`config.mk`:
```
export PLATFORM = sky130hd
export DESIGN_NAME = mem_port_ctrl
export DESIGN_NICKNAME = d
export VERILOG_FILES = /design/src/rtl/mem_ctrl_pkg.sv /design/src/rtl/mem_rsp_fifo.sv /design/src/rtl/mem_port_ctrl.sv
export SDC_FILE = /design/constraint.sdc
export NUM_CORES = 2
export LEC_CHECK = 0
export BUFFER_PORTS_ARGS = -buffer_cell sky130_fd_sc_hd__buf_2
export CAP_MARGIN = 25
export CORE_AREA = 4 4 458 460
export DETAILED_ROUTE_END_ITERATION = 8
export DIE_AREA = 0 0 462 464
export GPL_TIMING_DRIVEN = 0
export PLACE_DENSITY = 0.53
export SETUP_SLACK_MARGIN = 0.02
export SLEW_MARGIN = 20
export SYNTH_ARGS = -nofsm -noshare
export SYNTH_HDL_FRONTEND = slang
export SYNTH_SLANG_ARGS = --single-unit
```
`constraint.sdc`:
```
create_clock -name clk -period 33.3 [get_ports clk]
set_input_delay 9.99 -clock clk [delete_from_list [all_inputs] [get_ports clk]]
set_output_delay 9.99 -clock clk [all_outputs]
set_load 0.03 [all_outputs]
```
`src/rtl/mem_ctrl_pkg.sv`:
```
// Shared definitions for the RAM port controller: controller state encoding
// and the default RAM geometry used by mem and its port controllers.
package mem_ctrl_pkg;

    localparam int DATA_WIDTH = 290;
    localparam int ADDR_WIDTH = 8;

    typedef enum logic [1:0] {
        IDLE  = 2'd0,
        WRITE = 2'd1,
        READ  = 2'd2,
        TAIL  = 2'd3
    } state_e;

endpackage

```
`src/rtl/mem_rsp_fifo.sv`:
```
// Response FIFO for mem_port_ctrl. Synchronous, power-of-two depth, with a
// registered head so rsp_valid_o/rsp_rdata_o come straight from flops.
// Ports:
//   clk, reset_N   clock, async active-low reset
//   push_i         write push_data_i this cycle (never issued when full)
//   push_data_i    data to enqueue
//   pop_i          consumer ready; pops when the head is valid
//   count_o        current occupancy, 0..DEPTH
//   rsp_valid_o    head valid
//   rsp_rdata_o    head data
module mem_rsp_fifo #(
    parameter int DATA_WIDTH = mem_ctrl_pkg::DATA_WIDTH,
    parameter int DEPTH      = 4
) (
    input  logic                    clk,
    input  logic                    reset_N,
    input  logic                    push_i,
    input  logic [DATA_WIDTH-1:0]   push_data_i,
    input  logic                    pop_i,
    output logic [$clog2(DEPTH):0]  count_o,
    output logic                    rsp_valid_o,
    output logic [DATA_WIDTH-1:0]   rsp_rdata_o
);

    localparam int PW = $clog2(DEPTH);
    localparam int CW = PW + 1;

    logic [DATA_WIDTH-1:0] store_q [DEPTH];
    logic [PW-1:0]         wr_ptr_q, rd_ptr_q, rd_ptr_d;
    logic [CW-1:0]         count_q, count_d, left;
    logic [DATA_WIDTH-1:0] head_d;
    logic                  pop;

    assign pop     = pop_i && rsp_valid_o;
    assign count_o = count_q;

    // The head register must show the entry that will be at the front after
    // this edge: an older stored entry if one remains, otherwise the word
    // being pushed right now.
    always_comb begin
        rd_ptr_d = rd_ptr_q + PW'(pop);
        left     = count_q - CW'(pop);
        count_d  = left + CW'(push_i);
        head_d   = rsp_rdata_o;
        if (left != '0) begin
            head_d = store_q[rd_ptr_d];
        end else if (push_i) begin
            head_d = push_data_i;
        end
    end

    always_ff @(posedge clk or negedge reset_N) begin
        if (!reset_N) begin
            wr_ptr_q    <= '0;
            rd_ptr_q    <= '0;
            count_q     <= '0;
            rsp_valid_o <= 1'b0;
            rsp_rdata_o <= '0;
        end else begin
            wr_ptr_q    <= wr_ptr_q + PW'(push_i);
            rd_ptr_q    <= rd_ptr_d;
            count_q     <= count_d;
            rsp_valid_o <= (count_d != '0);
            rsp_rdata_o <= head_d;
        end
    end

    always_ff @(posedge clk) begin
        if (push_i) begin
            store_q[wr_ptr_q] <= push_data_i;
        end
    end

endmodule

```
`src/rtl/mem_port_ctrl.sv`:
```
// Request-side controller for one port of the single-cycle-latency RAM.
// Turns a valid/ready request stream into cs/we/oe signalling: single-beat
// writes and incrementing (wrapping) burst reads. Read data returns through
// a credit-protected response FIFO.
// Ports:
//   clk, reset_N                    clock, async active-low reset
//   req_valid/req_ready             request handshake
//   req_we, req_addr, req_len,      request: 1 = write; start address;
//   req_wdata                       read beats minus one; write data
//   rsp_valid/rsp_ready/rsp_rdata   response stream (FIFO head)
//   mem_address, mem_data_in,       RAM port drive (all registered)
//   mem_cs, mem_we, mem_oe
//   mem_data_out                    RAM read data, one cycle after a read
//
// state | meaning
// IDLE  | bus idle, accepting requests
// WRITE | one write beat on the bus, accepting requests
// READ  | burst read, one beat issued per cycle while credit allows
// TAIL  | bus held one cycle so the last read's data stays driven
module mem_port_ctrl #(
    parameter int DATA_WIDTH = mem_ctrl_pkg::DATA_WIDTH,
    parameter int ADDR_WIDTH = mem_ctrl_pkg::ADDR_WIDTH,
    parameter int LEN_WIDTH  = 4,
    parameter int FIFO_DEPTH = 4
) (
    input  logic                  clk,
    input  logic                  reset_N,
    input  logic                  req_valid,
    output logic                  req_ready,
    input  logic                  req_we,
    input  logic [ADDR_WIDTH-1:0] req_addr,
    input  logic [LEN_WIDTH-1:0]  req_len,
    input  logic [DATA_WIDTH-1:0] req_wdata,
    output logic                  rsp_valid,
    input  logic                  rsp_ready,
    output logic [DATA_WIDTH-1:0] rsp_rdata,
    output logic [ADDR_WIDTH-1:0] mem_address,
    output logic [DATA_WIDTH-1:0] mem_data_in,
    output logic                  mem_cs,
    output logic                  mem_we,
    output logic                  mem_oe,
    input  logic [DATA_WIDTH-1:0] mem_data_out
);

    import mem_ctrl_pkg::*;

    localparam int CW = $clog2(FIFO_DEPTH) + 1;
    localparam logic [CW:0] DEPTH_C = (CW+1)'(FIFO_DEPTH);

    state_e                state_q;
    logic [ADDR_WIDTH-1:0] cur_addr_q;
    logic [LEN_WIDTH-1:0]  remaining_q;
    logic                  inflight_q;
    logic [CW-1:0]         fifo_count;
    logic [CW:0]           occupancy;
    logic                  accept;
    logic                  issue;

    assign req_ready = reset_N && (state_q == IDLE || state_q == WRITE);
    assign accept    = req_valid && req_ready;

    // A beat in flight already owns a FIFO slot. A same-cycle pop is not
    // credited back, so the FIFO can never be pushed while full.
    assign occupancy = {1'b0, fifo_count} + {{CW{1'b0}}, inflight_q};
    assign issue     = (state_q == READ) && (occupancy < DEPTH_C);

    always_ff @(posedge clk or negedge reset_N) begin
        if (!reset_N) begin
            state_q     <= IDLE;
            cur_addr_q  <= '0;
            remaining_q <= '0;
            inflight_q  <= 1'b0;
            mem_cs      <= 1'b0;
            mem_we      <= 1'b0;
            mem_oe      <= 1'b0;
            mem_address <= '0;
            mem_data_in <= '0;
        end else begin
            inflight_q <= issue;
            case (state_q)
                IDLE, WRITE: begin
                    if (accept) begin
                        mem_cs      <= 1'b1;
                        mem_address <= req_addr;
                        if (req_we) begin
                            state_q     <= WRITE;
                            mem_we      <= 1'b1;
                            mem_oe      <= 1'b0;
                            mem_data_in <= req_wdata;
                        end else begin
                            state_q     <= READ;
                            mem_we      <= 1'b0;
                            mem_oe      <= 1'b1;
                            cur_addr_q  <= req_addr;
                            remaining_q <= req_len;
                        end
                    end else begin
                        state_q <= IDLE;
                        mem_cs  <= 1'b0;
                        mem_we  <= 1'b0;
                        mem_oe  <= 1'b0;
                    end
                end
                READ: begin
                    // Without credit the bus stays up on the same address;
                    // the extra RAM read is simply not captured.
                    if (issue) begin
                        cur_addr_q <= cur_addr_q + 1'b1;
                        if (remaining_q == '0) begin
                            state_q <= TAIL;
                        end else begin
                            remaining_q <= remaining_q - 1'b1;
                            mem_address <= cur_addr_q + 1'b1;
                        end
                    end
                end
                TAIL: begin
                    state_q <= IDLE;
                    mem_cs  <= 1'b0;
                    mem_oe  <= 1'b0;
                end
                default: begin
                    state_q <= IDLE;
                    mem_cs  <= 1'b0;
                    mem_we  <= 1'b0;
                    mem_oe  <= 1'b0;
                end
            endcase
        end
    end

    mem_rsp_fifo #(
        .DATA_WIDTH (DATA_WIDTH),
        .DEPTH      (FIFO_DEPTH)
    ) u_rsp_fifo (
        .clk         (clk),
        .reset_N     (reset_N),
        .push_i      (inflight_q),
        .push_data_i (mem_data_out),
        .pop_i       (rsp_ready),
        .count_o     (fifo_count),
        .rsp_valid_o (rsp_valid),
        .rsp_rdata_o (rsp_rdata)
    );

endmodule

```
==> flow_summary.yaml <==
global_route:
  grt_usage_pct: 23.0
  grt_pass1_wl_microns: 342000
  grt_most_used_layer: "met2"
  antenna_found_initial: 207
  use_met2_pct: 38.0
  grt_pass1_vias: 40101
  grt.met1_usage_pct: 29.7
  grt_overflow: 0
  use_met3_pct: 6.96
  grt_max_degree: 87
logic_synthesis:
  yosysTopAreaCellShare_pct: 51.8
  synth-edff-count: 1160
  yosys-top-cells-area: "edfxtp_1 52%, dfrtp_1 23%, mux4_2 9.7%"
  syn-num-nets: 4159
  synth.ff_latch_count: 1774
  netlist_instances: 3553
  ys_types: 44
  netlist_area_sq_um: 67300
  syn_area_per_cell_sq_um: 18.9
  async_reset_ff_share_pct: 34.6
  ys_seq_area_share_pct: 74.6
  synthFlopType: "edfxtp_1"
  synth_top_cell_by_area: "edfxtp_1"
  ys_warn_count: 0
worst_setup_path:
  r2r_end: "u_rsp_fifo.store_q[0][255]$_DFFE_PP_"
  rrSetupSlack_ps: 28630
  crit_type: "input port to output pin"
  setup.worst_path.end_class: "output pin"
  crit_arrival_ps: 12670
  critPathLaunchType: "input port"
  cp-startpoint: "reset_N"
  critPathMaxFanout: 86
  cp-endpoint: "req_ready"
  required_ps: 23310
  r2r_start: "inflight_q$_DFF_PN0_"
  reg2regPathDepth: 12
clocking:
  cts_buffers: 193
  cts_hold_buffers: 0
  cts_max_path_buffers: 3
  clkSinkCount: 1774
  htree_levels: 4
  clock_latency_ps: 850
  cts_tree: "built"
  clkTransAtPathRegs_ps: 60
  root_buffer: "clkbuf_16"
  cts.repair.resized: 0
  postCtsSetupBuffers: 0
cells_and_area:
  final_common_cell: "buf_2"
  syn2layout_area_growth_pct: 25.9
  stdcell_area_sq_um: 84700
  n_fill_cell: 18863
  final_core_util_pct: 41.1
  drive_gt1_share_pct: 44.8
  fin_cells: 7964
  final_cell_mix: "1342 x buf_2, 1160 x edfxtp_1, 614 x dfrtp_1"
  fin_nets: 5631
placement:
  dp.cells: 7534
  pre_cts_slack_ps: 10510
  post_dp_cell_area_sq_um: 78100
  dp_hpwl_microns: 195000
  place.gp.congestion: 0.927
  port_buffers: 1189
flow_run:
  maxCapViolations: 0
sta:
  slew_headroom_pct: 37.1
  fin_ws_ps: 10640
  setup_viol: 0
  final.setup.tns_ps: 0
  fmax_ghz: 0.0441
  rsz0062_at_grt: "false"
  finalMaxSlewViolations: 0
  fin_skew_ps: 57.0
  post-route-min-period_ps: 22660
  fin_crit_sh_pct: 68.0
  tightest_slew_ps: 939
  hold_violations: 0
  whs_ps: 492
detailed_routing:
  firstDrtPassIters: 5
  drt-total-wl_microns: 251000
  drc: 0
  drt-initial-drc-count: 3024
  via_per_inst: 4.97
  wl_per_cell_microns: 31.6
  vias: 39577
  ant_nets: 0
floorplanning:
  die_x_microns: 462
  coreArea_sq_um: 206000
  die_y_microns: 464
  initial_core_util_pct: 32.7
  rows: 167
  ioPinCount: 1190
  dieArea_sq_um: 214000
power:
  leakage_nw: 32.6
  power_frac_seq_pct: 35.0
  netSwitchingFraction_pct: 40.0
  pwr-share-clk_pct: 23.0
  internal-power_mw: 5.63
  p_per_area_nw_per_um2: 111
  total_power_mw: 9.38
  switchingPower_mw: 3.75
  peakVddDrop_uv: 70.5
  pwr-share-comb_pct: 42.0
hold_path:
  hold_path_class: "flop to flop"
status:
  status: "finished, final reports clean"
## area by class of cell
class	instances	area, sq um	area share, %
antenna	65	163	0.192
multi-input combinational	1570	16100	19.0
tap	2704	3380	3.99
sequential	1774	50200	59.3
clock inverter	87	1030	1.22
clock buffer	278	5380	6.35
buffer	201	1020	1.21
inverter	8	30.0	0.0354
timing repair buffer	1277	7430	8.77
## how the worst min path moves through the flow
| stage | start | to | slack [ps] | cells after the start |
|---|---|---|---|---|
| CTS | mem_address[3]$_DFFE_PN0P_ | mem_address[3]$_DFFE_PN0P_ | 500 | 2 |
| floorplan | u_rsp_fifo.rd_ptr_q[0]$_DFF_PN0_ | u_rsp_fifo.rd_ptr_q[0]$_DFF_PN0_ | 490 | 1 |
| detailed placement | mem_we$_DFFE_PN0N_ | mem_we$_DFFE_PN0N_ | 470 | 2 |
| global route | mem_data_in[148]$_DFFE_PN0P_ | mem_data_in[148]$_DFFE_PN0P_ | 510 | 1 |
| finish | mem_we$_DFFE_PN0N_ | mem_we$_DFFE_PN0N_ | 490 | 2 |
| global placement | mem_oe$_DFFE_PN0P_ | mem_oe$_DFFE_PN0P_ | 460 | 2 |
## metal layers
layer	wire (microns)	vias up
met5	535	-
met2	121000	1542
met4	6940	80
met3	21200	496
li1	-	16851
met1	102000	20608
## power groups by stage
stage | Clock [mW] | Combinational, mW | Sequential, mW
finish | 2.16 | 3.94 | 3.28
global route | 2.31 | 4.21 | 3.34
CTS | 2.21 | 4.03 | 3.28
detailed placement | 0 | 4.02 | 3.32
global placement | 0 | 3.92 | 3.57
floorplan | 0 | 1.78 | 4.12
## sequential cells by signal, summed over array words and instances (netlist names), 3 cells and up
signal / count
u_rsp_fifo.store_q: 1160
u_rsp_fifo.rsp_rdata_o: 290
u_rsp_fifo.count_o: 3
mem_address: 8
remaining_q: 4
mem_data_in: 290
cur_addr_q: 8
## Yosys cell counts, types with 3 or more instances
library cell and count:
edfxtp_1 1160, dfrtp_1 614, a21oi_1 299, nor2_1 299, mux2_2 294, mux2i_1 294, mux4_2 290, buf_2 154
clkbuf_1 29, nand2_1 18, o21ai_0 16, buf_4 13, ha_1 9, inv_1 8, nand3_1 6, or3_1 4
xnor2_1 4, a22o_1 3, buf_6 3, nand2b_1 3, xor2_1 3
## worst max-delay path, cell delays in order
cell	delay [ps]
buf_8	340
buf_16	350
buf_16	380
buf_16	410
buf_16	390
nor2b_1	230
buf_2	290
## cells by family after synthesis
| logic type | after synthesis | synth area share, % |
|---|---|---|
| flops | 1774 | 74.6 |
| mux | 879 | 19.0 |
| simple gates | 342 | 2.00 |
| compound gates | 333 | 2.58 |
| buf+inv | 209 | 1.56 |
| fa+ha+maj | 9 | 0.167 |
| xor+xnor | 7 | 0.0911 |
No activity file was read; power rests on OpenSTA's default activity.
